File: src/rtl/drum_audio_bridge.sv
// Drum-simulation node stream to audio-core bridge: gain, saturation, FIFO, valid/ready output.
// Optional macro DROP_COUNT_EN adds a saturating drop counter (drop_count) with a clear (clear_drops).
module drum_audio_bridge #(
    parameter int ADDR_W     = 4,
    parameter int GAIN_SHIFT = 0
) (
    input  logic                clk,
    input  logic                reset,
    input  logic signed [17:0]  node_in,
    input  logic                node_valid,
    output logic signed [15:0]  audio_data,
    output logic                audio_valid,
    input  logic                audio_ready,
    output logic [ADDR_W:0]     fill_level,
    output logic                dropped
`ifdef DROP_COUNT_EN
    ,
    input  logic                clear_drops,
    output logic [15:0]         drop_count
`endif
);

    localparam int DATA_W = 18;
    localparam int PCM_W  = 16;
    localparam int WIDE_W = 26;
    localparam int DEPTH  = 2 ** ADDR_W;

    localparam logic [ADDR_W:0]   DEPTH_CNT = (ADDR_W + 1)'(DEPTH);
    localparam logic [ADDR_W:0]   CNT_ONE   = (ADDR_W + 1)'(1);
    localparam logic [ADDR_W-1:0] PTR_ONE   = ADDR_W'(1);

    localparam logic signed [WIDE_W-1:0] PCM_MAX = 26'sd32767;
    localparam logic signed [WIDE_W-1:0] PCM_MIN = -26'sd32768;

    typedef enum logic {S_EMPTY, S_PRESENT} state_t;

    function automatic logic signed [WIDE_W-1:0] scale_gain(input logic signed [DATA_W-1:0] s);
        logic signed [WIDE_W-1:0] w;
        w = {{(WIDE_W - DATA_W){s[DATA_W-1]}}, s};
        w = w <<< GAIN_SHIFT;
        return w >>> 2;
    endfunction

    function automatic logic signed [PCM_W-1:0] sat_pcm(input logic signed [WIDE_W-1:0] x);
        if (x > PCM_MAX) return 16'sh7FFF;
        if (x < PCM_MIN) return -16'sh8000;
        return x[PCM_W-1:0];
    endfunction

    logic                     admit;
    logic                     vld_p1_q, vld_p1_d;
    logic signed [PCM_W-1:0]  data_p1_q, data_p1_d;
    logic signed [PCM_W-1:0]  mem_q [DEPTH];
    logic signed [PCM_W-1:0]  mem_d [DEPTH];
    logic [ADDR_W-1:0]        wptr_q, wptr_d, rptr_q, rptr_d;
    logic [ADDR_W:0]          cnt_q, cnt_d;
    logic [ADDR_W:0]          fill_q, fill_d;
    state_t                   state_q, state_d;
    logic signed [PCM_W-1:0]  audio_data_q, audio_data_d;
    logic                     dropped_q, dropped_d;
    logic                     rd_en;
    logic                     handshake;

    // Stage 1: admission and conversion; space freed by a same-cycle read is not counted.
    always_comb begin
        admit     = node_valid && (fill_q < DEPTH_CNT);
        dropped_d = node_valid && !admit;
        vld_p1_d  = admit;
        data_p1_d = data_p1_q;
        if (admit) begin
            data_p1_d = sat_pcm(scale_gain(node_in));
        end
    end

    // Output register FSM: reload on handshake so a non-empty FIFO streams without bubbles.
    always_comb begin
        state_d      = state_q;
        audio_data_d = audio_data_q;
        rd_en        = 1'b0;
        unique case (state_q)
            S_EMPTY: begin
                if (cnt_q != '0) begin
                    rd_en   = 1'b1;
                    state_d = S_PRESENT;
                end
            end
            S_PRESENT: begin
                if (audio_ready) begin
                    if (cnt_q != '0) rd_en = 1'b1;
                    else             state_d = S_EMPTY;
                end
            end
            default: state_d = S_EMPTY;
        endcase
        if (rd_en) begin
            audio_data_d = mem_q[rptr_q];
        end
    end

    assign handshake = (state_q == S_PRESENT) && audio_ready;

    // Stage 2: conversion register drains into FIFO memory.
    always_comb begin
        mem_d  = mem_q;
        wptr_d = wptr_q;
        rptr_d = rptr_q;
        if (vld_p1_q) begin
            mem_d[wptr_q] = data_p1_q;
            wptr_d        = wptr_q + PTR_ONE;
        end
        if (rd_en) begin
            rptr_d = rptr_q + PTR_ONE;
        end
        unique case ({vld_p1_q, rd_en})
            2'b10:   cnt_d = cnt_q + CNT_ONE;
            2'b01:   cnt_d = cnt_q - CNT_ONE;
            default: cnt_d = cnt_q;
        endcase
        unique case ({admit, handshake})
            2'b10:   fill_d = fill_q + CNT_ONE;
            2'b01:   fill_d = fill_q - CNT_ONE;
            default: fill_d = fill_q;
        endcase
    end

    always_ff @(posedge clk or posedge reset) begin
        if (reset) begin
            vld_p1_q     <= 1'b0;
            wptr_q       <= '0;
            rptr_q       <= '0;
            cnt_q        <= '0;
            fill_q       <= '0;
            state_q      <= S_EMPTY;
            audio_data_q <= '0;
            dropped_q    <= 1'b0;
        end else begin
            vld_p1_q     <= vld_p1_d;
            wptr_q       <= wptr_d;
            rptr_q       <= rptr_d;
            cnt_q        <= cnt_d;
            fill_q       <= fill_d;
            state_q      <= state_d;
            audio_data_q <= audio_data_d;
            dropped_q    <= dropped_d;
        end
    end

    always_ff @(posedge clk) begin
        data_p1_q <= data_p1_d;
        mem_q     <= mem_d;
    end

    assign audio_data  = audio_data_q;
    assign audio_valid = (state_q == S_PRESENT);
    assign fill_level  = fill_q;
    assign dropped     = dropped_q;

`ifdef DROP_COUNT_EN
    logic [15:0] drop_cnt_q, drop_cnt_d;

    always_comb begin
        drop_cnt_d = drop_cnt_q;
        if (clear_drops) begin
            drop_cnt_d = '0;
        end else if (dropped_d && (drop_cnt_q != 16'hFFFF)) begin
            drop_cnt_d = drop_cnt_q + 16'd1;
        end
    end

    always_ff @(posedge clk or posedge reset) begin
        if (reset) drop_cnt_q <= '0;
        else       drop_cnt_q <= drop_cnt_d;
    end

    assign drop_count = drop_cnt_q;
`endif

endmodule
File: config.mk
export PLATFORM = sky130hd
export DESIGN_NAME = drum_audio_bridge
export DESIGN_NICKNAME = d
export VERILOG_FILES = /design/src/rtl/drum_audio_bridge.sv
export SDC_FILE = /design/constraint.sdc
export NUM_CORES = 1
export LEC_CHECK = 0
export ABC_CLOCK_PERIOD_IN_PS = 6500
export CORE_ASPECT_RATIO = 0.75
export CORE_UTILIZATION = 40
export DETAILED_ROUTE_END_ITERATION = 7
export GPL_ROUTABILITY_DRIVEN = 1
export PLACE_DENSITY = 0.66
export REMOVE_ABC_BUFFERS = 1
export SYNTH_ARGS = -nofsm -noshare
export SYNTH_HDL_FRONTEND = slang
export SYNTH_SLANG_ARGS = --single-unit
File: constraint.sdc
create_clock -name clk -period 6.5 [get_ports clk]
set_input_delay 1.3 -clock clk [delete_from_list [all_inputs] [get_ports clk]]
set_output_delay 1.3 -clock clk [all_outputs]
set_load 0.03 [all_outputs]
# --- Word-level counts from Yosys, hierarchy flattened ---
# Cells that the tools add are included.
classes:
  n_lt_le_gt_ge: 6
  n_eq_ne: 4
  add_sub_neg: 6
  n_reduce_logical: 8
  n_div: 0
  n_mux: 22
  n_bitwise: 3
  n_mul: 0
  shifts: 0
ops:
  columns: ["cell", "count"]
  rows:
  - ["$bwmux 256", 1]
  - ["$mux 16", 7]
  - ["$bmux 16 s4", 1]
  - ["$demux 16 s4", 1]
  - ["$pmux 5 s2", 2]
  - ["$gt 16x16->1 const B", 1]
  - ["$lt 16x16->1 const B", 1]
  - ["$add 5x1->5 const B", 2]
  - ["$ge 5x5->1 const B", 2]
  - ["$not 4->5", 2]
  - ["$sub 5x1->5 const B", 2]
  - ["$add 4x1->4 const B", 2]
  - ["$mux 1", 8]
  - ["$lt 5x1->1 const B", 1]
  - ["$lt 5x5->1 const B", 1]
  - ["$reduce_bool 5->1", 1]
  - ["$eq 2x1->1 const B", 2]
  - ["$eq 2x2->1 const B", 2]
  - ["$logic_and 1x1->1", 4]
  - ["$pmux 1 s2", 2]
  - ["$reduce_bool 2->1", 2]
  - ["$logic_not 1->1", 1]
  - ["$not 1->1", 1]
totals:
  memories: 0
  out_inout_bits: 23
  mem_bits_ro: 0
  latchBits: 0
  register_bits: 309
  inputBits: 22
  ramBits: 0

# --- Longest topological paths before layout ---
depth:
  word_depth: 7
  mapped_depth: 11

# --- Worst setup path after synthesis ---
# OpenSTA, ideal clock, no wires.
synth_path:
  path_type: "input port to flip-flop"
  start: "input node_valid"
  end: "register fill_q[4], in the netlist fill_level[4]"
  t_arrival_ns: 3.591
  path_buffers: 0
  setup_slack_ns: 2.773
  stages: 9
  cell_sequence: "nor2b_1 inv_1 ha_1 fa_1 a21o_1 a21oi_1 xor2_1 nor2_1 xor2_1"
synth_between:
  elab_chain_len: 3
  elab_cells_between_ends: 5
synth_lines:
  columns: ["item", "line", "text"]
  rows:
  - ["start, declared", "10", "input logic node_valid,"]
  - ["$logic_and 1x1->1 (*)", "66", "admit = node_valid && (fill_q < DEPTH_CNT);"]
  - ["$eq 2x1->1 / $eq 2x2->1 (equally long branches)", "119", "unique case ({admit, handshake})"]
  - ["$pmux 5 s2 / $reduce_bool 2->1 (equally long branches)", null, null]
  - ["end signal, assigned", "141", "fill_q <= fill_d;"]
  - ["end, declared", "57", "logic [ADDR_W:0] fill_q, fill_d;"]
# Mark *: on every way between the ends. The rest lies on a longest branch, timed or not.
# A chain may end at the register's enable or synchronous reset.

# --- Worst setup path in the final report ---
layout_path:
  start: "input audio_ready"
  end: "register cnt_q[4]"
layout_between:
  elab_chain_len: 4
  elab_cells_between_ends: 6
layout_lines:
  columns: ["item", "line", "text"]
  rows:
  - ["start, declared", "13", "input logic audio_ready,"]
  - ["$mux 1 (*)", "88", "if (audio_ready) begin"]
  - ["$pmux 1 s2 (*)", "80", "unique case (state_q)"]
  - ["$eq 2x1->1 / $eq 2x2->1 (equally long branches)", "114", "unique case ({vld_p1_q, rd_en})"]
  - ["$pmux 5 s2 / $reduce_bool 2->1 (equally long branches)", null, null]
  - ["end signal, assigned", "140", "cnt_q <= cnt_d;"]
  - ["end, declared", "56", "logic [ADDR_W:0] cnt_q, cnt_d;"]
# Marked as above.

==> results.md <==
- The run finished with clean final reports.
- The number of synthesized register bits is just over 300.
- For this design the top-level I/O count stands at 45.
- The floorplan step defined a core boundary enclosing roughly 0.029 sq mm.
- Along the worst hold path, the cell count comes to 2.
- The number of sinks driven by the clock tree is just over 300.
- The congestion estimate from routability-driven global placement came to 0.727.
- The number of instances resized during post-cts repair is 0.
- The endpoint of the worst-slack reg-to-reg timing path is cnt_q[4]$_DFFE_PP0P_.
- The total power divided by cell area is roughly 430 mW/mm^2.
- The netlist area before placement is about 0.012 sq mm.
- Along the worst path, the maximum fanout reaches 35.
- The floorplan step defined a die boundary enclosing ~0.031 sq mm.
- The max-capacitance violation count is 0.
- The number of rows in the core area is 54.
- At the end of the flow, the number of nets in the layout was between 600 and 700.
- The start of the worst register-to-register path is cnt_q[1]$_DFFE_PP0P_.
- VDD sags by at most approximately 260 uV.
- Summed over all nets, the half-perimeter wirelength after detailed placement is between 10 and 15 mm.
- The total setup buffers inserted after CTS is 0.
- The number of port buffers is 42.
- The commonest non-fill, non-tap cell in the layout is sky130_fd_sc_hd__edfxtp_1.
- After global routing the overflow that remains totals 0.
- The number of antenna cells inserted is 0.
- The analysis attributes to cell leakage a power of ~4.6 nW.
- The number of failing hold endpoints at the final stage is 0.
- The share of the clock period used by the worst path after layout is 0.611.
- At the end of the flow the core is filled with cells to 0.468.
- The synthesized netlist contains 31 unique library cells.
- The startpoint kind of the worst setup timing path is an input port.
- CTS built an H-tree with a depth of 1.
- The count of synthesis-stage warnings from yosys is 0.
- The critical path is of the in2reg type.
- The worst-skew pair later-pin latency is 540 ps.
- The hold-fix buffer count after cts is 0.
- In the final routed layout, each cell accounts on average for 22.8 um.
- The async set-or-reset flop fraction in the synthesized netlist is 0.120.
- The number of flops mapped to enable cells by yosys is ~270.
- The share of layout cells above drive strength 1 is 0.207.
- The global-route wire length before repair is around 37 mm.
- The required time of the critical path is just under 7000 ps.
- The top cell types in the final layout, fill and taps aside, are 272 x sky130_fd_sc_hd__edfxtp_1, 64 x sky130_fd_sc_hd__mux4_2, 44 x sky130_fd_sc_hd__nand2_1, 42 x sky130_fd_sc_hd__clkdlybuf4s50_1, 34 x sky130_fd_sc_hd__dfrtp_1.
- The detailed router finished its first iteration with 436 violations.
- The die span in y is between 150 and 200 um.
- The starting density of the core is 0.411.
- The post-detailed-route DRC marker count is 0.
- The setup slack on the worst flop-to-flop path is about 2800 ps.
- The via count normalized by instance count is approximately 5.3.
- The clock period minus final worst setup slack is a little under 4000 ps.
- The critical path capture point type is a register.
- In this run, CTS created clock tree buffers numbering 29.
- Data arrives at the worst endpoint at ~4400 ps.
- The worst hold-check path type is reg2reg.
- The synthesized instance count is about 610.
- The sequential standard cell area is 0.00910 sq mm.
- The CTS tree is yes.
- The clock-pin slew on the worst setup and hold paths is 60 ps.
- The clock passes through at most 3 buffers.
- The die is 203 um wide.
- The number of nets with antenna violations after detailed routing is 0.
- The first detailed-routing pass took 5 iterations.
- Derived from the worst setup path, the maximum achievable clock frequency is 252 MHz.
- The final route contains approximately 5700 vias.
- The number of max-slew violations in the final report came to 0.
- Entering global routing, the biggest net connects between 50 and 60 pins.
- Counting cells, the worst reg-to-reg path comes to 11.
- The layout has approximately 2400 filler cells.
- Summing all multi-input logic gate instances after layout gives about 0.0027 sq mm.
- For this run, the register share of the synthesized area comes to 0.753.
- From synthesis to final layout, the design area changed by 13.9%.
- The maximum clock skew at final layout is between 9 and 10 ps.
- The hold-critical path endpoint is audio_data[10]$_DFFE_PP0N_.
- The via count of the first global-routing pass came to 6049.
- The number of antenna violations at the first check in global routing is 0.
- For this run, the leading register cell type out of synthesis is sky130_fd_sc_hd__edfxtp_1.
- The worst pin sits at a relative slew slack of 0.231.
- The setup violation total in the final timing report is 0.
- Setup repair after global routing left no endpoint under its margin.
- The total negative slack for setup checks is 0 ps.
- In this run the clock root is driven by a sky130_fd_sc_hd__clkbuf_16.
- The startpoint identified for the worst hold timing path is audio_data[10]$_DFFE_PP0N_.
- The final layout contains routed wiring with a total length of roughly 24 mm.
- Across every metal layer, demand over resource in global routing totals 0.162.
- A synthesized cell averages roughly 20 sq um.
- The slew at the pin closest to its max-slew limit is about 1200 ps.
[sequential cells by signal (all words and copies together) (netlist names)]
register and flops:
mem_q 256, audio_valid 1, audio_data 16, fill_level 5
dropped 1, vld_p1_q 1, wptr_q 4, data_p1_q 16
cnt_q 5, rptr_q 4
[power breakdown]
part	switching [W]	internal, W	leakage (nW)	total (W)
Combinational	0.000906	0.000816	1.28	0.00172
Sequential	0.000206	0.00247	2.90	0.00268
Clock	0.000699	0.000847	0.420	0.00155
Total	0.00181	0.00413	4.60	0.00595
[per-layer routing]
metal	routed length, um	part of all wire	vias to the layer above	global-route usage
li1	-	-	2481	-
met1	10300	0.42	2990	0.214
met2	12300	0.50	184	0.273
met3	1150	0.047	48	0.0259
met4	730	0.030	0	0.0533
met5	0	0	-	0
[layout make-up]
type,instances,area share
Sequential cell,309,0.662
Multi-Input combinational cell,250,0.200
Clock buffer,32,0.0536
Timing Repair Buffer,56,0.0382
Tap cell,392,0.0357
Clock inverter,20,0.00828
Inverter,10,0.00273
[worst max path at each step]
stage | start | to | slack, ps
floorplan | rptr_q[0]$_DFFE_PP0N_ | audio_data[0]$_DFFE_PP0N_ | 2660
global placement | audio_ready | cnt_q[4]$_DFFE_PP0P_ | 2110
detailed placement | audio_ready | cnt_q[4]$_DFFE_PP0P_ | 1980
CTS | audio_ready | cnt_q[4]$_DFFE_PP0P_ | 2530
global route | audio_ready | cnt_q[4]$_DFFE_PP0P_ | 2320
finish | audio_ready | cnt_q[4]$_DFFE_PP0P_ | 2530
[logic make-up after synthesis]
group                    synth area share
flip-flops                          0.753
multiplexers                        0.149
AND/OR/NAND/NOR                    0.0299
buffers and inverters              0.0197
AO/OA/AOI/OAI                      0.0200
XOR/XNOR                           0.0109
adder cells (fa/ha/maj)            0.0168
[cells in the mapped netlist (2+ instances only)]
| cell | count | area share |
|---|---|---|
| sky130_fd_sc_hd__nor2b_1 | 2 | 0.0010 |
| sky130_fd_sc_hd__nand4_1 | 2 | 0.0010 |
| sky130_fd_sc_hd__mux4_2 | 64 | 0.12 |
| sky130_fd_sc_hd__o21ai_0 | 16 | 0.0066 |
| sky130_fd_sc_hd__mux2i_1 | 17 | 0.014 |
| sky130_fd_sc_hd__nor2_1 | 3 | 0.00093 |
| sky130_fd_sc_hd__buf_2 | 7 | 0.0029 |
| sky130_fd_sc_hd__and2_1 | 18 | 0.0093 |
| sky130_fd_sc_hd__o21ai_1 | 6 | 0.0025 |
| sky130_fd_sc_hd__xor2_1 | 6 | 0.0044 |
| sky130_fd_sc_hd__ha_1 | 13 | 0.013 |
| sky130_fd_sc_hd__buf_6 | 2 | 0.0019 |
| sky130_fd_sc_hd__nand2_1 | 44 | 0.014 |
| sky130_fd_sc_hd__a21o_1 | 3 | 0.0019 |
| sky130_fd_sc_hd__inv_1 | 10 | 0.0031 |
| sky130_fd_sc_hd__fa_1 | 2 | 0.0033 |
| sky130_fd_sc_hd__dfrtp_1 | 37 | 0.077 |
| sky130_fd_sc_hd__clkbuf_1 | 32 | 0.010 |
| sky130_fd_sc_hd__buf_4 | 3 | 0.0019 |
| sky130_fd_sc_hd__a21oi_1 | 20 | 0.0083 |
| sky130_fd_sc_hd__xnor2_1 | 9 | 0.0065 |
| sky130_fd_sc_hd__mux2_2 | 17 | 0.016 |
| sky130_fd_sc_hd__edfxtp_1 | 272 | 0.68 |
[critical path: stages]
cell and delay [ps]:
sky130_fd_sc_hd__clkdlybuf4s50_1 410, sky130_fd_sc_hd__nand2b_1 200, sky130_fd_sc_hd__o21ai_4 70, sky130_fd_sc_hd__buf_4 460, sky130_fd_sc_hd__inv_1 180, sky130_fd_sc_hd__ha_1 280, sky130_fd_sc_hd__ha_1 340, sky130_fd_sc_hd__nor2b_1 140
sky130_fd_sc_hd__o21ai_0 270, sky130_fd_sc_hd__a21oi_1 140, sky130_fd_sc_hd__or3b_2 460, sky130_fd_sc_hd__xnor2_1 140
[metrics by stage]
step	instance area (sq um)	hold WS (ps)	power, W	instances	setup WS (ps)
6_report	13800	464	0.00595	1069	2530
5_1_grt	13800	494	0.00622	1069	2320
4_1_cts	13800	473	0.00600	1069	2530
3_5_place_dp	12900	459	0.00446	1017	1980
3_3_place_gp	12900	456	0.00437	1017	2110
2_1_floorplan	11900	436	0.00392	569	2660
(Power assumes the default switching activity.)
